<file path="src/rtl/pipelined_adder.sv">
// pipelined_adder: WIDTH-bit add/subtract, one SLICE-bit ripple-carry slice per pipeline stage.
// Ports:
//   clk, rst            rising-edge clock, synchronous active-high reset
//   Number1_i/Number2_i operands A and B
//   Carry_i, Sub_i      carry-in; Sub_i=1 adds ~B instead of B
//   Valid_i, Ready_o    upstream handshake, Ready_o = Ready_i | ~Valid_o
//   Result_o, Carry_o   registered sum/difference and MSB carry-out
//   Overflow_o, Zero_o  registered signed-overflow and zero flags
//   Valid_o, Ready_i    downstream handshake; a stall freezes the whole pipeline
module pipelined_adder #(
    parameter int WIDTH  = 32,
    parameter int STAGES = 4
) (
    input  logic             clk,
    input  logic             rst,
    input  logic [WIDTH-1:0] Number1_i,
    input  logic [WIDTH-1:0] Number2_i,
    input  logic             Carry_i,
    input  logic             Sub_i,
    input  logic             Valid_i,
    output logic             Ready_o,
    output logic [WIDTH-1:0] Result_o,
    output logic             Carry_o,
    output logic             Overflow_o,
    output logic             Zero_o,
    output logic             Valid_o,
    input  logic             Ready_i
);
    localparam int SLICE = WIDTH / STAGES;

    logic             adv;
    // Inputs seen by stage k: operands delayed k cycles, lower result slices already done.
    logic [WIDTH-1:0] a_s [STAGES];
    logic [WIDTH-1:0] b_s [STAGES];
    logic [WIDTH-1:0] r_s [STAGES];
    logic             c_s [STAGES];
    logic             v_s [STAGES];
    // Combinational outputs of stage k.
    logic [WIDTH-1:0] r_d [STAGES];
    logic             c_d [STAGES];
    logic             cm_d;

    logic [WIDTH-1:0] result_q;
    logic             carry_q;
    logic             ovf_q;
    logic             zero_q;
    logic             valid_q;

    assign adv     = Ready_i | ~valid_q;
    assign Ready_o = adv;

    for (genvar k = 0; k < STAGES; k++) begin : g_st
        logic [SLICE:0]   cc;
        logic [WIDTH-1:0] r_loc;
        always_comb begin
            r_loc = r_s[k];
            cc    = {{SLICE{1'b0}}, c_s[k]};
            for (int i = 0; i < SLICE; i++) begin
                r_loc[k*SLICE+i] = a_s[k][k*SLICE+i] ^ b_s[k][k*SLICE+i] ^ cc[i];
                cc[i+1] = (a_s[k][k*SLICE+i] & b_s[k][k*SLICE+i])
                        | (cc[i] & (a_s[k][k*SLICE+i] ^ b_s[k][k*SLICE+i]));
            end
        end
        assign r_d[k] = r_loc;
        assign c_d[k] = cc[SLICE];

        // Carry into the MSB drives the overflow flag.
        if (k == STAGES - 1) begin : g_msb
            assign cm_d = cc[SLICE-1];
        end

        if (k == 0) begin : g_in
            // Subtract mode is folded into B here, so it travels with the operands.
            assign a_s[0] = Number1_i;
            assign b_s[0] = Sub_i ? ~Number2_i : Number2_i;
            assign r_s[0] = '0;
            assign c_s[0] = Carry_i;
            assign v_s[0] = Valid_i;
        end else begin : g_in
            logic [WIDTH-1:0] a_q;
            logic [WIDTH-1:0] b_q;
            logic [WIDTH-1:0] r_q;
            logic             c_q;
            logic             v_q;
            always_ff @(posedge clk) begin
                if (rst) begin
                    a_q <= '0;
                    b_q <= '0;
                    r_q <= '0;
                    c_q <= 1'b0;
                    v_q <= 1'b0;
                end else if (adv) begin
                    a_q <= a_s[k-1];
                    b_q <= b_s[k-1];
                    r_q <= r_d[k-1];
                    c_q <= c_d[k-1];
                    v_q <= v_s[k-1];
                end
            end
            assign a_s[k] = a_q;
            assign b_s[k] = b_q;
            assign r_s[k] = r_q;
            assign c_s[k] = c_q;
            assign v_s[k] = v_q;
        end
    end

    always_ff @(posedge clk) begin
        if (rst) begin
            result_q <= '0;
            carry_q  <= 1'b0;
            ovf_q    <= 1'b0;
            zero_q   <= 1'b0;
            valid_q  <= 1'b0;
        end else if (adv) begin
            result_q <= r_d[STAGES-1];
            carry_q  <= c_d[STAGES-1];
            ovf_q    <= c_d[STAGES-1] ^ cm_d;
            zero_q   <= ~|r_d[STAGES-1];
            valid_q  <= v_s[STAGES-1];
        end
    end

    assign Result_o   = result_q;
    assign Carry_o    = carry_q;
    assign Overflow_o = ovf_q;
    assign Zero_o     = zero_q;
    assign Valid_o    = valid_q;
endmodule

</file>
<file path="config.mk">
export PLATFORM = sky130hd
export DESIGN_NAME = pipelined_adder
export DESIGN_NICKNAME = d
export VERILOG_FILES = /design/src/rtl/pipelined_adder.sv
export SDC_FILE = /design/constraint.sdc
export NUM_CORES = 1
export LEC_CHECK = 0
export BUFFER_PORTS_ARGS = -buffer_cell sky130_fd_sc_hd__buf_2
export CORE_ASPECT_RATIO = 1.25
export CORE_UTILIZATION = 35
export DETAILED_ROUTE_END_ITERATION = 10
export SYNTH_ARGS = -nofsm -noshare
export SYNTH_HDL_FRONTEND = slang
export SYNTH_SLANG_ARGS = --single-unit
export TNS_END_PERCENT = 50
</file>
<file path="constraint.sdc">
create_clock -name clk -period 6.7 [get_ports clk]
set_input_delay 0 -clock clk [delete_from_list [all_inputs] [get_ports clk]]
set_output_delay 0 -clock clk [all_outputs]
set_load 0.03 [all_outputs]
</file>
==> impl_metrics.json <==
{
  "status": "finished clean",
  "dr.pass1.iters": 4,
  "power.share.clock_pct": 40.1,
  "numCtsBuffers": 17,
  "synthCells": 876,
  "cts_resized": 0,
  "synth_edf_count": 0,
  "initial_core_util_pct": 35.8,
  "synth_top_area_share_pct": 48.3,
  "synth_top_area_cell": "dfxtp_1",
  "fp.dieH_um": 168,
  "cp.required_ps": 6970,
  "antennaDiodeCount": 0,
  "worstHoldStart": "Number1_i[4]",
  "clk_pin_slew_ps": 60,
  "synthTopCellsByCount": "294 x nand2_1, 186 x dfxtp_1, 147 x a21oi_1",
  "drt-vias-per-instance": 4.59,
  "timing.rr.end": "g_st[2].g_in.r_q[15]$_SDFFE_PP0P_",
  "crit_path_start_kind": "input pin",
  "nets": 1092,
  "synth_seq_cells": 186,
  "ff2ff_path_depth": 10,
  "die_x_um": 135,
  "slew_headroom_pct": 34.8,
  "arrival_ps": 4210,
  "timing.setup.tns_ps": 0,
  "power_density_mw_per_mm2": 269,
  "swShare_pct": 24.5,
  "criticalPathCategory": "in -> reg",
  "core-area_mm2": 0.0215,
  "rsz0062_at_grt": "no",
  "grt_overflow": 0,
  "cts_tree": "yes",
  "hold_viol_final": 0,
  "clk_latency_ps": 430,
  "post_drt_wl_per_cell_um": 13.5,
  "async_reset_ff_share_pct": 0,
  "reg2reg_from": "g_st[1].g_in.b_q[8]$_SDFFE_PP0P_",
  "syn_avg_cell_area_um2": 8.80,
  "setup_violations": 0,
  "gp_congestion": 0.762,
  "p_comb_share_pct": 10.7,
  "grt_pass1_vias": 5506,
  "r2r_slack_ps": 2810,
  "p_int_mw": 1.88,
  "netlist_area_mm2": 0.00771,
  "drc": 0,
  "cts_root_buffer": "clkbuf_16",
  "min_period_ps": 3940,
  "grtUsageTotal_pct": 15.8,
  "drt_iter0_drc": 403,
  "io_buffers": 106,
  "ant_nets": 0,
  "post-synth-top-count-cell": "nand2_1",
  "cts_sinks": 186,
  "htreeDepth": 4,
  "worst_clock_skew_ps": 10.7,
  "fmax_ghz": 0.254,
  "hpwl_um": 11000,
  "power.switching_mw": 0.611,
  "worst_pin_slew_ps": 978,
  "synth_flop_cell": "dfxtp_1",
  "hp-class": "in -> reg",
  "grt_pass1_wl_um": 27900,
  "crit_path_start": "Sub_i",
  "finalCritPeriodShare_pct": 58.8,
  "peakVddDrop_mv": 0.197,
  "rows": 60,
  "antenna_found_initial": 0,
  "pin_count": 107,
  "area_growth_syn_to_layout_pct": 20.4,
  "synth_fp_nets": 978,
  "max_cap_viol_count": 0,
  "clockBufferDepth": 2,
  "routed_wl_um": 17300,
  "p_seq_share_pct": 49.1,
  "crit_fanout": 32,
  "endpoint": "g_st[1].g_in.r_q[7]$_SDFFE_PP0P_",
  "yosysSeqAreaShare_pct": 48.3,
  "synth_area_leaders": "dfxtp_1 48%, nand2_1 14%, a21oi_1 9.5%",
  "finalMaxSlewViolations": 0,
  "yosysWarnings": 0,
  "grt_max_degree": 128,
  "synthDistinctLibCells": 25,
  "power_leakage_nw": 3.76,
  "p_total_mw": 2.49,
  "drive_above_1_share_pct": 16.9,
  "via_count": 5888,
  "end_kind": "flip-flop",
  "die-area_mm2": 0.0226
}
-- sequential cells by signal, indices dropped and copies added, names as in the netlist --
signal,flops
g_st.g_in.r_q,48
g_st.g_in.b_q,48
g_st.g_in.v_q,3
Zero_o,1
g_st.g_in.a_q,48
g_st.g_in.c_q,3
Carry_o,1
Result_o,32
Valid_o,1
Overflow_o,1
-- final cells by class --
| class | count | area (um^2) |
|---|---|---|
| tap | 279 | 349 |
| fill | 2185 | 12300 |
| timing repair buffer | 161 | 1080 |
| inverter | 27 | 106 |
| clock inverter | 10 | 114 |
| multi-input combinational | 597 | 3430 |
| clock buffer | 22 | 474 |
| sequential | 186 | 3720 |
-- timing repair --
item                                    CTS  global route
hold buffers                             51             0
endpoints found under the setup margin    0             0
buffers inserted                          0             0
endpoints found under the hold margin    51             0
-- logic make-up (layout without fill, tap and decap cells) --
| family | count (synthesis) | after routing | synth area share [%] |
|---|---|---|---|
| flops | 186 | 186 | 48.3 |
| fa+ha+maj | 32 | 32 | 8.31 |
| compound gates | 185 | 185 | 15.1 |
| buf+inv | 93 | 220 | 7.13 |
| xor+xnor | 33 | 33 | 3.75 |
| simple gates | 347 | 347 | 17.4 |
-- worst max-delay path: stages --
cell and delay (ps):
buf_2 680, xor2_1 230, fa_1 210, inv_1 60, fa_1 410, fa_1 420
fa_1 420, fa_1 390, fa_1 390, fa_1 370, inv_1 70, fa_1 400
nand2_1 70, a21oi_1 80
-- power groups by stage --
stage	Clock [mW]	Combinational (mW)	Sequential, mW
after global routing	1.07	0.300	1.24
after detailed placement	0	0.246	1.25
after global placement	0	0.244	1.25
final	1.00	0.267	1.22
after floorplan	0	0.161	1.26
after CTS	1.02	0.271	1.23
-- how the worst min path moves through the flow --
stage                                                   end  cells after the start  slack [ps]
after floorplan           g_st[1].g_in.a_q[10]$_SDFFE_PP0P_                      2         140
after detailed placement  g_st[1].g_in.a_q[22]$_SDFFE_PP0P_                      3         250
after global placement    g_st[1].g_in.a_q[29]$_SDFFE_PP0P_                      3         250
final                      g_st[1].g_in.r_q[4]$_SDFFE_PP0P_                      4          10
after global routing       g_st[1].g_in.r_q[4]$_SDFFE_PP0P_                      4          30
after CTS                  g_st[1].g_in.r_q[4]$_SDFFE_PP0P_                      4           1
-- placed cells by master (no fill, tap or decap), drive strengths merged, types with 2 or more instances in the layout --
master and n:
nand3 2, a21oi 147, buf 110, fa 32, nand2 294, a211oi 37, dlygate4sd3 51, xnor2 31
nor2 40, nor4 6, clkbuf 22, bufinv 2, dfxtp 186, inv 29, clkinv 5, xor2 2
-- layer usage --
metal  GRT usage [%]  wire length [um]  part of all wire, %  up-vias
met5               0                 0                    0        -
met4            7.47               509                  2.9        0
met3            3.40               592                  3.4       25
met2            24.9              8290                   48       99
met1            20.4              7900                   46     2727
li1                -                 -                    -     3037
-- metrics by stage --
stage                     setup WS, ps  area, um^2  std cells  hold slack [ps]  utilization, %
final                             2760        9280       1282             14.3            43.1
after global routing              2580        9280       1282             30.3            43.1
after CTS                         2710        9280       1282             1.11            43.1
after detailed placement          2260        8180       1199              251            38.0
after global placement            2340        8180       1199              250            38.0
after floorplan                   2920        7710        876              140               -
(Power assumes the default switching activity.)
